--- src/rtl/systolic_pkg.sv ---
// Shared types and lane-slicing helpers for the systolic array sequencer.
package systolic_pkg;

  localparam int STATE_W = 3;

  typedef enum logic [STATE_W-1:0] {
    ST_IDLE,
    ST_CLEAR,
    ST_FEED,
    ST_DRAIN,
    ST_DONE
  } state_t;

  // Lane 0 occupies the most-significant word of a packed lane vector.
  function automatic int lane_lsb(input int lane, input int dim, input int w);
    return (dim - 1 - lane) * w;
  endfunction

endpackage

--- src/rtl/skew_line.sv ---
// Depth-stage data+valid delay line; invalid words leave the line as zero.
module skew_line
  import systolic_pkg::*;
#(
  parameter int depth     = 1,
  parameter int word_size = 16
) (
  input  logic                 clk,
  input  logic                 clear_n,
  input  logic [word_size-1:0] in_data,
  input  logic                 in_valid,
  output logic [word_size-1:0] out_data,
  output logic                 out_valid
);

  generate
    if (depth == 0) begin : g_wire
      assign out_data  = in_valid ? in_data : '0;
      assign out_valid = in_valid;
    end else begin : g_regs
      logic [word_size-1:0] data_reg [depth];
      logic [depth-1:0]     valid_reg;

      always_ff @(posedge clk or negedge clear_n) begin
        if (!clear_n) begin
          for (int s = 0; s < depth; s++) data_reg[s] <= '0;
          valid_reg <= '0;
        end else begin
          data_reg[0]  <= in_valid ? in_data : '0;
          valid_reg[0] <= in_valid;
          for (int s = 1; s < depth; s++) begin
            data_reg[s]  <= data_reg[s-1];
            valid_reg[s] <= valid_reg[s-1];
          end
        end
      end

      assign out_data  = valid_reg[depth-1] ? data_reg[depth-1] : '0;
      assign out_valid = valid_reg[depth-1];
    end
  endgenerate

endmodule

--- src/rtl/systolic_ctrl.sv ---
// Sequencer for an output-stationary systolic array: clear, skewed operand
// streaming from the A/B buffers, wavefront drain and completion flagging.
module systolic_ctrl
  import systolic_pkg::*;
#(
  parameter int word_size = 16,
  parameter int array_dim = 4,
  parameter int k_width   = 8
) (
  input  logic                           clk,
  input  logic                           clear_n,
  input  logic                           start,
  input  logic [k_width-1:0]             k_len,
  output logic                           busy,
  output logic                           done,
  output logic                           result_valid,
  output logic                           rd_en,
  output logic [k_width-1:0]             rd_addr,
  input  logic [array_dim*word_size-1:0] a_rd_data,
  input  logic [array_dim*word_size-1:0] b_rd_data,
  output logic [array_dim*word_size-1:0] array_a,
  output logic [array_dim*word_size-1:0] array_b,
  output logic                           array_clear
);

  localparam int DRAIN_CYCLES = 2 * (array_dim - 1);
  localparam int DRAIN_W      = (DRAIN_CYCLES > 1) ? $clog2(DRAIN_CYCLES) : 1;

  state_t               state_reg, state_next;
  logic [k_width-1:0]   k_reg;
  logic [k_width-1:0]   k_cnt_reg;
  logic [DRAIN_W-1:0]   drain_cnt_reg;
  logic                 result_valid_reg;
  logic [k_width:0]     k_next_idx;
  logic                 feed_valid;
  logic                 stream_phase;
  logic [array_dim*word_size-1:0] a_gated, b_gated;

  assign k_next_idx = {1'b0, k_cnt_reg} + (k_width+1)'(1);

  always_comb begin
    state_next  = state_reg;
    rd_en       = 1'b0;
    rd_addr     = '0;
    array_clear = 1'b0;
    case (state_reg)
      ST_IDLE: begin
        if (start) state_next = ST_CLEAR;
      end
      ST_CLEAR: begin
        array_clear = 1'b1;
        rd_en       = 1'b1;
        state_next  = (k_reg == '0) ? ST_DONE : ST_FEED;
      end
      ST_FEED: begin
        // Prefetch the next vector so data lands exactly one cycle later.
        if (k_next_idx < {1'b0, k_reg}) begin
          rd_en   = 1'b1;
          rd_addr = k_next_idx[k_width-1:0];
        end
        if (k_cnt_reg == k_reg - k_width'(1))
          state_next = (DRAIN_CYCLES == 0) ? ST_DONE : ST_DRAIN;
      end
      ST_DRAIN: begin
        if (drain_cnt_reg == DRAIN_W'(DRAIN_CYCLES - 1)) state_next = ST_DONE;
      end
      ST_DONE: begin
        state_next = ST_IDLE;
      end
      default: state_next = ST_IDLE;
    endcase
  end

  always_ff @(posedge clk or negedge clear_n) begin
    if (!clear_n) begin
      state_reg        <= ST_IDLE;
      k_reg            <= '0;
      k_cnt_reg        <= '0;
      drain_cnt_reg    <= '0;
      result_valid_reg <= 1'b0;
    end else begin
      state_reg <= state_next;
      if (state_reg == ST_IDLE && start) k_reg <= k_len;
      k_cnt_reg     <= (state_reg == ST_FEED)  ? k_cnt_reg + k_width'(1)     : '0;
      drain_cnt_reg <= (state_reg == ST_DRAIN) ? drain_cnt_reg + DRAIN_W'(1) : '0;
      if (state_next == ST_CLEAR)     result_valid_reg <= 1'b0;
      else if (state_next == ST_DONE) result_valid_reg <= 1'b1;
    end
  end

  assign busy         = (state_reg != ST_IDLE);
  assign done         = (state_reg == ST_DONE);
  assign result_valid = result_valid_reg;

  assign feed_valid   = (state_reg == ST_FEED);
  assign stream_phase = (state_reg == ST_FEED) || (state_reg == ST_DRAIN);
  assign a_gated      = feed_valid ? a_rd_data : '0;
  assign b_gated      = feed_valid ? b_rd_data : '0;

  // Lane i is delayed i cycles so operands meet diagonally inside the array.
  genvar gi;
  generate
    for (gi = 0; gi < array_dim; gi++) begin : g_lane
      localparam int LSB = lane_lsb(gi, array_dim, word_size);
      logic [word_size-1:0] a_skew, b_skew;
      logic                 a_v, b_v;

      if (gi == 0) begin : g_direct
        assign a_skew = a_gated[LSB +: word_size];
        assign b_skew = b_gated[LSB +: word_size];
        assign a_v    = feed_valid;
        assign b_v    = feed_valid;
      end else begin : g_delay
        skew_line #(.depth(gi), .word_size(word_size)) u_skew_a (
          .clk      (clk),
          .clear_n  (clear_n),
          .in_data  (a_gated[LSB +: word_size]),
          .in_valid (feed_valid),
          .out_data (a_skew),
          .out_valid(a_v)
        );
        skew_line #(.depth(gi), .word_size(word_size)) u_skew_b (
          .clk      (clk),
          .clear_n  (clear_n),
          .in_data  (b_gated[LSB +: word_size]),
          .in_valid (feed_valid),
          .out_data (b_skew),
          .out_valid(b_v)
        );
      end

      assign array_a[LSB +: word_size] = (a_v && stream_phase) ? a_skew : '0;
      assign array_b[LSB +: word_size] = (b_v && stream_phase) ? b_skew : '0;
    end
  endgenerate

endmodule

--- config.mk ---
export PLATFORM = sky130hd
export DESIGN_NAME = systolic_ctrl
export DESIGN_NICKNAME = d
export VERILOG_FILES = /design/src/rtl/systolic_pkg.sv /design/src/rtl/skew_line.sv /design/src/rtl/systolic_ctrl.sv
export SDC_FILE = /design/constraint.sdc
export NUM_CORES = 1
export LEC_CHECK = 0
export ABC_AREA = 1
export CAP_MARGIN = 40
export CORE_ASPECT_RATIO = 1.5
export CORE_MARGIN = 2
export CORE_UTILIZATION = 46
export CTS_CLUSTER_DIAMETER = 200
export DETAILED_ROUTE_END_ITERATION = 10
export PLACE_DENSITY = 0.9
export SETUP_SLACK_MARGIN = 0.4
export SLEW_MARGIN = 30
export SYNTH_ARGS = -nofsm -noshare
export SYNTH_HDL_FRONTEND = slang
export SYNTH_SLANG_ARGS = --single-unit
--- constraint.sdc ---
create_clock -name clk -period 3.06 [get_ports clk]
set_input_delay 0.612 -clock clk [delete_from_list [all_inputs] [get_ports clk]]
set_output_delay 0.612 -clock clk [all_outputs]
set_load 0.02 [all_outputs]
### Yosys cells after proc, flatten, opt, wreduce, memory -nomap -nowiden

Cells that the tools add are included.

| storage, ports and cells | value |
|---|---|
| bits in latches | 0 |
| register bits after elaboration | 226 |
| output and inout bits | 141 |
| word-level logic and storage cells | 83 |
| bits in read-only memories | 0 |
| RAM bits | 0 |
| input port bits | 139 |
| memories kept | 0 |

| operators by class | value |
|---|---|
| shift-type cells | 0 |
| bitwise logic cells | 0 |
| magnitude comparators | 1 |
| $add $sub $neg | 4 |
| divide/modulo/power cells | 0 |
| equal/unequal tests | 8 |
| mux-type cells | 36 |
| $mul | 0 |
| reductions and logical operators | 12 |

Operator list:

| operator | number |
|---|---|
| 16-bit two-way mux | 20 |
| 64-bit two-way mux | 2 |
| 8-bit two-way mux | 3 |
| 3-bit two-way mux | 5 |
| 3-bit case mux with 4 select lines | 1 |
| 8-bit by 1-bit adder with 9-bit output (second input constant) | 1 |
| 3-bit equality test (second input constant) | 3 |
| 9-bit by 8-bit < comparator with 1-bit output | 1 |
| 8-bit by 1-bit adder with 8-bit output (second input constant) | 1 |
| 8-bit equality test | 1 |
| 8-bit logical NOT | 1 |
| 8-bit by 1-bit subtractor with 8-bit output (second input constant) | 1 |
| 1-bit logical AND | 7 |
| 3-bit by 1-bit equality test with 1-bit output (second input constant) | 2 |
| 3-bit by 2-bit equality test with 1-bit output (second input constant) | 2 |
| 1-bit two-way mux | 4 |
| 3-bit by 1-bit adder with 3-bit output (second input constant) | 1 |
| 3-bit logical NOT | 1 |
| 3-bit nonzero test | 1 |
| 1-bit case mux with 2 select lines | 1 |
| 2-bit nonzero test | 1 |
| 1-bit logical OR | 1 |

### Logic depth before layout (Yosys ltp)

Gate-level depths: netlist of the first run.

| logic depth | value |
|---|---|
| depth after elaboration | 7 |
| depth in mapped cells | 14 |
| depth with buffers taken out | 14 |

### Cells and area by module

From an unflattened synthesis of the first run, not the netlist that was laid out.

| unflattened totals | value |
|---|---|
| cell total of the unflattened synthesis | 1306 |
| area total of the unflattened synthesis | 10362.4 µm² |

By module, submodules not included:

| module | seq. area each (µm²) | times used | area each (µm²) | cells an instance |
|---|---|---|---|---|
| systolic_ctrl | 575.6 | 1 | 3418.3 | 694 |
| skew_line (g_lane[3].g_delay.u_skew_a ...) | 1276.2 | 2 | 1582.8 | 119 |
| skew_line (g_lane[2].g_delay.u_skew_a ...) | 850.8 | 2 | 1157.4 | 102 |
| skew_line (g_lane[1].g_delay.u_skew_a ...) | 425.4 | 2 | 732.0 | 85 |

### Least setup slack after synthesis of the first run

No wires, ideal clock.

| timing | value |
|---|---|
| kind | reg-to-output |
| start point | register k_cnt_reg[0] |
| end point | output rd_addr[0] |
| required time | 2.448 ns |
| stages on the path, launching flop included | 14 |
| path buffers | 0 |
| arrival | 2.216 ns |
| setup slack | 0.232 ns |
| path through | dfrtp_1 -> ha_1 -> nand2_2 -> nor2_4 -> nand3_1 -> xor2_1 -> inv_1 -> ha_1 -> a21o_1 -> nand3_2 -> nand2_2 -> nor2_4 -> nand3_4 -> nor2_2 |

| between the ends | value |
|---|---|
| longest elaborated chain between the ends | 4 |

Ends and longest elaborated chain:

| element | RTL line | text |
|---|---|---|
| start: declaration | systolic_ctrl.sv:31 | `logic [k_width-1:0] k_cnt_reg;` |
| start signal: assignment | systolic_ctrl.sv:84 | `k_cnt_reg <= (state_reg == ST_FEED) ? k_cnt_reg + k_width'(1) : '0;` |
| 8-bit by 1-bit adder with 9-bit output * | systolic_ctrl.sv:39 | `assign k_next_idx = {1'b0, k_cnt_reg} + (k_width+1)'(1);` |
| 9-bit by 8-bit < comparator with 1-bit output | systolic_ctrl.sv:57 | `if (k_next_idx < {1'b0, k_reg}) begin` |
| 8-bit two-way mux * | systolic_ctrl.sv:57 |  |
| 8-bit two-way mux * | systolic_ctrl.sv:46 | `case (state_reg)` |
| end: declaration | systolic_ctrl.sv:18 | `output logic [k_width-1:0] rd_addr,` |

Mark *: on every way between the ends. The rest lies on a longest branch, timed or not.

### Worst setup path in the final report of the first run

| timing | value |
|---|---|
| start point | register k_cnt_reg[1] |
| end point | output rd_addr[4] |

The elaborated chain is that of the path after synthesis.

==> results of run 1 <==
==> layout make-up <==
class,count,area share [%]
diodes,1,0.02085
clock buffers,26,4.869
clock inverters,12,1.282
inverters,257,8.038
multi-input cells,375,15.60
flip-flops and latches,218,45.45
well taps,217,2.262
repair buffers,309,22.48
==> critical path: stages, from the launching register on <==
cell,delay [ns]
dfrtp_1,0.36
ha_2,0.20
nand2_2,0.06
nor2_4,0.16
nand3_2,0.11
xor2_2,0.18
inv_2,0.07
ha_4,0.22
a21o_1,0.16
nand3_2,0.06
nand2_2,0.06
nor2_4,0.15
nand3_4,0.18
nor2_4,0.15
buf_6,0.12
==> per-layer routing <==
metal | share of wire, % | GRT usage (%)
met5 | 0 | 0
met4 | 5.5 | 11.56
met3 | 5.2 | 4.104
met2 | 53 | 39.34
met1 | 36 | 24.02
==> through the flow <==
stage / power, mW / area, µm² / TNS, ns
floorplan: 3.322 / 8267 / 0
global placement: 3.753 / 11420 / -1.737
detailed placement: 3.780 / 11420 / -2.641
CTS: 6.430 / 12140 / -2.338
global route: 6.607 / 12000 / -3.437
finish: 6.347 / 12000 / -2.354
==> power by group through the flow <==
| stage | clock network, mW | registers [mW] | logic, mW |
|---|---|---|---|
| 6_report | 2.70 | 3.04 | 0.607 |
| 5_1_grt | 2.89 | 3.06 | 0.666 |
| 4_1_cts | 2.76 | 3.05 | 0.620 |
| 3_5_place_dp | 0 | 3.10 | 0.680 |
| 3_3_place_gp | 0 | 3.09 | 0.664 |
| 2_1_floorplan | 0 | 3.09 | 0.237 |
==> worst max path at each step <==
stage | startpoint | endpoint | slack (ns) | cells past startpoint
6_report | k_cnt_reg[1] | rd_addr[4] | -0.29 | 14
5_1_grt | k_cnt_reg[1] | rd_addr[3] | -0.41 | 15
4_1_cts | k_cnt_reg[1] | rd_addr[4] | -0.29 | 13
3_5_place_dp | k_cnt_reg[0] | rd_addr[6] | -0.31 | 13
3_3_place_gp | k_cnt_reg[0] | rd_addr[1] | -0.21 | 13
2_1_floorplan | k_cnt_reg[0] | rd_addr[0] | 0.27 | 12
==> timing repair <==
item,in CTS,in global routing
endpoints found under the hold margin,0,0
pin swaps,16,5
gates cloned,1,0
gates resized for setup,196,184
setup buffers,5,2
endpoints found under the setup margin,137,114
==> Yosys cell counts <==
cell	n
nor2_1	257
inv_1	253
dfrtp_1	218
nand2_1	39
buf_2	16
nand3_1	16
ha_1	13
a21oi_1	10
nor2_2	10
clkbuf_1	9
xor2_1	9
xnor2_1	4
a21o_1	3
inv_2	3
nand2_2	3
nor2_4	2
nor3_1	2
buf_4	1
clkinv_1	1
nand3_2	1
nand3_4	1
nand4_1	1
o211ai_1	1
o21ai_0	1
o21ai_1	1
==> logic make-up after synthesis <==
group           Yosys count
compound gates           16
xor+xnor                 13
simple gates            332
buf+inv                 283
fa+ha+maj                13
flops                   218
==> results.cfg, run 1 <==
[sta]
postLayoutSetupSlackWorst_ns = -0.2889
final_setup_violation_count = 9
post-route-min-period_ns = 3.349
achievable_freq_mhz = 298.6
setup_repair_after_global_routing_missed_its_margin = yes
finalClockSkew_ns = 0.01769
slew-limit-headroom_pct = 52.92
period_share_pct = 109.4
tightest_slew_ns = 0.7042
timing_max_transition_violations_final = 0
hold_violations = 0
timing.hold.ws_ns = 0.08895

[synth]
synth.largest_area_cell = dfrtp_1
postSynthRegisterBits = 218
postSynthCellCount = 875
synth_mux_area_share_pct = 0
synth.area.top_cells = dfrtp_1, nor2_1, inv_1, ha_1, nand2_1
post_synth_cell_types = 25
yosys.area_share.adder_pct = 1.972
postSynthNetCount = 1027
synthesis.yosys.warnings = 0
synth_sequential_area_ratio_pct = 66.15
synth_compound_gate_area_share_pct = 1.092
syn_area_um2 = 8247
synth_top_family_by_area = simple AND/OR/NAND/NOR gates
synthDominantCellAreaShare_pct = 66.15
synth-simple-area-share_pct = 16.23
syn_area_per_cell_um2 = 9.425
post_synth_xor_area_fraction_pct = 1.381

[floorplan]
placementRows = 60
die_h_um = 168.0
design.core.area_um2 = 17790
dieWidth_um = 113.3
fp.dieArea_um2 = 19040
pin_count = 280
floorplan.initialDensity_pct = 46.35

[routing]
drt_iter0_drc = 438
num_vias = 6296
vias_per_cell = 4.449
detail-route-antenna-nets = 0
drt_pre_antenna_iters = 4
wl_per_cell_um = 14.54
drcViolationCount = 0
detail_route.wirelength_um = 20570

[power_and_ir_drop]
power_switching_share_pct = 22.43
power.static_leakage_nw = 6.464
peakVddDrop_mv = 0.3693
seq_power_share_pct = 48.0
clock_power_share_pct = 42.5
power.density_nw_per_um2 = 528.8
net-switching-power_mw = 1.424
comb_power_share_pct = 9.6
p_int_mw = 4.923

[place]
detailedPlace.worstSlack_ns = -0.3089
placement.io_buffers = 279
place_congestion = 0.8579
dp.cells = 1368
detailed_place_hpwl_um = 14790

[grt]
first_global_vias = 6777
aggregate_global_route_resource_usage_pct = 21.78
grt_overflow = 0
grt_antenna_before_repair = 1
maximum_number_of_pins_on_one_net_before_global_route_repair = 92
grt_first_pass_wirelength_um = 32750

[finish]
flow.area_growth_from_synthesis_pct = 45.53
finalNetCount = 1334
final_cell_mix = nor2_1, inv_1, dfrtp_1
regArea_um2 = 5455
final-instance-count-excl-fill = 1415
multi_input_gate_area_um2 = 1872
fin_util_pct = 67.45
fillers = 1324
final_common_cell = nor2_1
final_layout_size_suffix_gt1_share_pct = 15.62

[worst_setup_path]
cp_data_required_time_ns = 2.45
cp_max_fo = 5
endpoint_kind = output pin
rrSetupSlack_ns = 1.39
reg2regPathDepth = 4
regToRegStartpoint = state_reg[1]
critPathArrivalTime_ns = 2.74
worst_r2r_endpoint = k_reg[4]
startpoint_type = register
critical_path_class = register to output pin

[cts]
total_clock_buffers_created_by_cts = 21
cts_sinks = 218
cts.hold.buffers_added = 0
clock_buffer_depth = 3
insertion_delay_ns = 0.49
clkTransAtPathRegs_ns = 0.06
cts.root.buffer_cell = clkbuf_16
clock_tree.htree_level_count = 1
tritoncts = built

[worst_hold_path]
worst_hold_path_type = primary input to asynchronous set/reset pin

[run_status]
violated_checks = setup timing
run_status = finished, violations left

[flow_run]
maxCapViolations = 0
(Power assumes the default switching activity.)
==> run 2, diff against run 1 <==
CORE_UTILIZATION = 47   (was 46)
CTS_BUF_LIST = sky130_fd_sc_hd__clkbuf_4 sky130_fd_sc_hd__clkbuf_8   (was not set)
PLACE_DENSITY = not set   (was 0.9)
PLACE_DENSITY_LB_ADDON = 0.1   (was not set)
==> results.cfg, run 2 (synthesis gave the netlist of run 1 again) <==
[run_status]
run_status = finished, violations left
violated_checks = setup timing

[cts]
tritoncts = built
cts.root.buffer_cell = clkbuf_8
total_clock_buffers_created_by_cts = 31
cts_sinks = 218
insertion_delay_ns = 0.56
clock_buffer_depth = 3
clock_tree.htree_level_count = 1
clkTransAtPathRegs_ns = 0.07

[routing]
drt_iter0_drc = 234
detail_route.wirelength_um = 18720
detail-route-antenna-nets = 0
vias_per_cell = 4.281
wl_per_cell_um = 13.15
drcViolationCount = 0
num_vias = 6096
drt_pre_antenna_iters = 5

[worst_hold_path]
hold_start = g_lane[3].g_delay.u_skew_a.g_regs.data_reg[19]
whs_path_depth = 0
worstHoldEndpoint = g_lane[3].g_delay.u_skew_a.g_regs.data_reg[3]
worst_hold_path_type = register to register

[finish]
final_layout_size_suffix_gt1_share_pct = 21.47
stdcell_area_um2 = 11690
flow.area_growth_from_synthesis_pct = 41.69
final-instance-count-excl-fill = 1424
n_antenna_cell = 0
final_cell_mix = nor2_1, inv_1, dfrtp_1
regArea_um2 = 5455
fin_util_pct = 67.64
finalNetCount = 1342
final_common_cell = nor2_1
multi_input_gate_area_um2 = 1896
fillers = 1440

[worst_setup_path]
cp_data_required_time_ns = 2.45
endpoint_kind = output pin
cp_max_fo = 5
reg2regPathDepth = 6
worst_r2r_endpoint = g_lane[1].g_delay.u_skew_b.g_regs.data_reg[7]
critical_path_class = register to output pin
rrSetupSlack_ns = 1.13
startpoint_type = register
regToRegStartpoint = state_reg[1]
critPathArrivalTime_ns = 2.83
worstSetupStartpoint = k_cnt_reg[0]

[sta]
hold_violations = 0
period_share_pct = 112.6
final_setup_violation_count = 9
tightest_slew_ns = 0.7425
achievable_freq_mhz = 290.2
postLayoutSetupSlackWorst_ns = -0.3856
setup_repair_after_global_routing_missed_its_margin = yes
fin_setup_tns_ns = -3.045
slew-limit-headroom_pct = 50.36
post-route-min-period_ns = 3.446
finalClockSkew_ns = 0.03520
timing_max_transition_violations_final = 0

[place]
dp.cells = 1363
area_after_detailed_placement_um2 = 11390
place_congestion = 0.8227
detailed_place_hpwl_um = 13350
placement.io_buffers = 279

[power_and_ir_drop]
finalPower_mw = 5.977
clock_power_share_pct = 39.4
p_int_mw = 4.611
seq_power_share_pct = 50.9
peakVddDrop_mv = 0.3943
power_switching_share_pct = 22.85
power.density_nw_per_um2 = 511.5
power.static_leakage_nw = 6.396
comb_power_share_pct = 9.7
net-switching-power_mw = 1.365

[floorplan]
fp.dieArea_um2 = 18640
dieWidth_um = 112.2
design.core.area_um2 = 17270
placementRows = 59
die_h_um = 166.2
pin_count = 280
floorplan.initialDensity_pct = 47.74

[flow_run]
maxCapViolations = 0

[grt]
aggregate_global_route_resource_usage_pct = 21.00
grt_overflow = 0
first_global_vias = 6532
grt_antenna_before_repair = 0
maximum_number_of_pins_on_one_net_before_global_route_repair = 72
grt_first_pass_wirelength_um = 31330
-- run 2: changes by cell type in the layout (fill, tap and decap cells not counted), sizes merged --
cell	delta
clkinv	+4
dlymetal6s2s	-1
clkdlybuf4s18	+1
bufinv	-2
clkinvlp	-2
dlygate4sd2	-23
buf	-2
clkbuf	+75
inv	-3
clkdlybuf4s15	-34
dlygate4sd3	+1
diode	-1
-- run 2: worst max path at each step --
stage | endpoint | depth (start not counted)
after floorplan | rd_addr[0] | 12
after global placement | rd_addr[0] | 13
after detailed placement | rd_addr[0] | 13
after CTS | rd_addr[0] | 14
after global routing | rd_addr[4] | 14
final | rd_addr[4] | 14
-- run 2: area by class of cell --
cell class | count | share of cell area, %
inverter | 257 | 8.256
clock inverter | 9 | 0.6210
clock buffer | 45 | 5.086
multi-input combinational | 375 | 16.22
timing repair buffer | 307 | 20.85
sequential | 218 | 46.69
tap | 213 | 2.281
-- run 2: power by group through the flow --
stage / sequential [mW] / clock, mW / combinational, mW
floorplan: 3.09 / 0 / 0.237
global placement: 3.09 / 0 / 0.666
detailed placement: 3.09 / 0 / 0.672
CTS: 3.04 / 2.42 / 0.616
global route: 3.05 / 2.57 / 0.641
finish: 3.04 / 2.36 / 0.579
-- run 2: per-layer routing --
metal	global-route usage [%]	up-vias	routed length [µm]
met5	0	-	0
met4	9.173	0	755
met3	5.839	46	1577
met2	38.82	220	10020
met1	21.93	2778	6370
li1	-	3052	-
-- run 2: worst max-delay path, cell delays in order, from the launching register on --
cell and delay [ns]:
dfrtp_1 0.37, ha_2 0.20, nand2_2 0.07, nor2_4 0.15
nand3_2 0.10, xor2_2 0.17, inv_2 0.06, ha_4 0.21
a21o_1 0.17, nand3_2 0.07, nand2_2 0.06, nor2_4 0.17
nand3_4 0.19, nor2_4 0.16, buf_6 0.12
-- run 2: timing repair --
action,CTS,global route
hold buffers,1,0
cloned,1,0
endpoints found under the hold margin,58,0
setup endpoints to repair,138,137
resized for setup,227,248
buffers inserted,3,2
pin swaps,14,16
-- run 2: through the flow --
step,worst slack (ns),hold slack [ns]
floorplan,0.2670,0.3164
global placement,-0.2430,0.3310
detailed placement,-0.2902,0.3347
CTS,-0.3731,0.3431
global route,-0.5154,0.3481
finish,-0.3856,0.3240
==> run 3, diff against run 2 <==
--- a/config.mk
+++ b/config.mk
@@ -9,5 +9,4 @@
 export CAP_MARGIN = 40
 export CORE_ASPECT_RATIO = 1.5
-export CORE_MARGIN = 2
 export CORE_UTILIZATION = 47
 export CTS_BUF_LIST = sky130_fd_sc_hd__clkbuf_4 sky130_fd_sc_hd__clkbuf_8
==> constraint.sdc (replaced) <==
create_clock -name clk -period 3.06 [get_ports clk]
set_input_delay 0.612 -clock clk [delete_from_list [all_inputs] [get_ports clk]]
set_output_delay 0.612 -clock clk [all_outputs]
set_load 0.01 [all_outputs]
==> results.cfg, run 3 (synthesis gave the netlist of run 1 again) <==
[run_status]
run_status = finished, violations left
violated_checks = setup timing

[grt]
grt_overflow = 0
maximum_number_of_pins_on_one_net_before_global_route_repair = 73
grt_antenna_before_repair = 0
first_global_vias = 6075
aggregate_global_route_resource_usage_pct = 20.76
grt_first_pass_wirelength_um = 28520

[floorplan]
design.core.area_um2 = 17270
dieWidth_um = 110.2
floorplan.initialDensity_pct = 47.74
die_h_um = 164.2
fp.dieArea_um2 = 18090
placementRows = 59
pin_count = 280

[worst_setup_path]
critical_path.max_stage_delay_ns = 0.35
cp_data_required_time_ns = 2.45
path_buf_inv = 4
cp_max_fo = 4
crit_slowest_cell = dfrtp_1
startpoint_type = register
worstSetupStartpoint = k_cnt_reg[0]
worst_r2r_endpoint = g_lane[1].g_delay.u_skew_b.g_regs.data_reg[1]
critical_path.cell_chain = buf_4 -> nand3_1 -> nor2_1 -> nand4_1 -> xor2_1 -> inv_1 -> ha_1 -> nand3_2 -> nor2_4 -> nor2_4 -> nand3_4 -> buf_6 -> nor2_4 -> buf_6
critPathArrivalTime_ns = 2.76
kind_of_cell_with_the_highest_combined_delay_on_the_critical_path = simple AND/OR/NAND/NOR gates
rrSetupSlack_ns = 1.26
cp_common_cell = nor2_4
critical_path_class = register to output pin
endpoint_kind = output pin
reg2regPathDepth = 6
regToRegStartpoint = state_reg[0]

[sta]
setup_repair_after_global_routing_missed_its_margin = yes
postLayoutSetupSlackWorst_ns = -0.3099
final_setup_violation_count = 9
period_share_pct = 110.1
timing_max_transition_violations_final = 0
achievable_freq_mhz = 296.7
finalClockSkew_ns = 0.01353
post-route-min-period_ns = 3.370
slew-limit-headroom_pct = 50.73
tightest_slew_ns = 0.7370
hold_violations = 0

[routing]
wl_per_cell_um = 12.99
drt_iter0_drc = 223
drt_pre_antenna_iters = 4
detail_route.wirelength_um = 18590
vias_per_cell = 4.317
num_vias = 6178
drcViolationCount = 0
detail-route-antenna-nets = 0

[power_and_ir_drop]
clock_power_share_pct = 41.1
peakVddDrop_mv = 0.4761
power_switching_share_pct = 21.57
power.density_nw_per_um2 = 492.8
seq_power_share_pct = 50.0
p_int_mw = 4.774
net-switching-power_mw = 1.313
power.static_leakage_nw = 6.845
comb_power_share_pct = 8.9

[finish]
finalNetCount = 1349
final_layout_size_suffix_gt1_share_pct = 11.33
n_antenna_cell = 0
flow.area_growth_from_synthesis_pct = 49.76
stdcell_area_um2 = 12350
final_cell_mix = nor2_1, inv_1, dfrtp_1
final-instance-count-excl-fill = 1431
final_common_cell = nor2_1

[flow_run]
maxCapViolations = 0

[place]
area_after_detailed_placement_um2 = 11430
detailedPlace.worstSlack_ns = -0.2050
detailed_place_hpwl_um = 13380
placement.io_buffers = 279
place_congestion = 0.8917
dp.cells = 1364

[cts]
clkTransAtPathRegs_ns = 0.06
clock_tree.htree_level_count = 2
cts_sinks = 218
cts.root.buffer_cell = clkbuf_8
tritoncts = built
clock_buffer_depth = 3
insertion_delay_ns = 0.49
total_clock_buffers_created_by_cts = 34

[worst_hold_path]
worst_hold_path_type = primary input to asynchronous set/reset pin
[run 3: changes by cell type in the layout (fill, tap and decap cells not counted), moves of 3 or more]
cell             previous run  this run
buf_6                      11         6
clkbuf_8                   41        45
dlygate4sd2_1               1        95
clkbuf_2                  123         0
buf_12                      2         7
clkdlybuf4s15_2             3         0
clkinv_2                    7         4
dlymetal6s2s_1              0        33
buf_2                       1         5
nor2_4                     11         8
[run 3: how the worst max path moves through the flow]
stage	end	slack, ns	cells past startpoint
final	rd_addr[2]	-0.31	14
after global routing	rd_addr[2]	-0.42	15
after CTS	rd_addr[2]	-0.35	15
after detailed placement	rd_addr[2]	-0.20	14
after global placement	rd_addr[2]	-0.12	13
after floorplan	rd_addr[0]	0.34	12
[run 3: cell type report]
| class | instances | area (µm²) |
|---|---|---|
| flip-flops and latches | 218 | 5455 |
| fillers | 1372 | 4923 |
| repair buffers | 311 | 3084 |
| multi-input cells | 375 | 1856 |
| inverters | 257 | 964.7 |
| clock buffers | 49 | 649.4 |
| well taps | 213 | 266.5 |
| clock inverters | 8 | 75.07 |
[run 3: power by group through the flow]
stage | Clock [mW] | Combinational, mW | Sequential (mW)
floorplan | 0 | 0.170 | 3.09
global placement | 0 | 0.603 | 3.09
detailed placement | 0 | 0.608 | 3.09
CTS | 2.59 | 0.563 | 3.04
global route | 2.71 | 0.608 | 3.05
finish | 2.50 | 0.542 | 3.04
[run 3: timing repair]
item	4_1_cts	5_1_grt
setup endpoints to repair	137	43
hold buffers	0	0
gates resized for setup	157	45
pin swaps	10	14
gates cloned	1	0
buffers inserted	5	4
[run 3: layer usage]
| metal | track usage, % | vias up | routed length, µm |
|---|---|---|---|
| li1 | - | 3066 | - |
| met1 | 20.97 | 2837 | 6366 |
| met2 | 37.87 | 224 | 10030 |
| met3 | 6.667 | 51 | 1482 |
| met4 | 9.689 | 0 | 706 |
| met5 | 0 | - | 0 |
[run 3: through the flow]
step	hold WS [ns]	power [mW]	TNS (ns)	utilization, %
finish	0.06462	6.087	-2.561	71.50
global route	0.09621	6.375	-3.628	71.50
CTS	0.07741	6.192	-2.608	70.37
detailed placement	0.3347	3.702	-1.629	66.15
global placement	0.3310	3.691	-0.8583	66.04
floorplan	0.3164	3.255	0	-
[run 3: worst reg2reg max path: cells and delay by family (launching register included)]
family,cells,cell delay [ns]
buf+inv,4,1.07
flops,1,0.44
simple gates,2,0.16
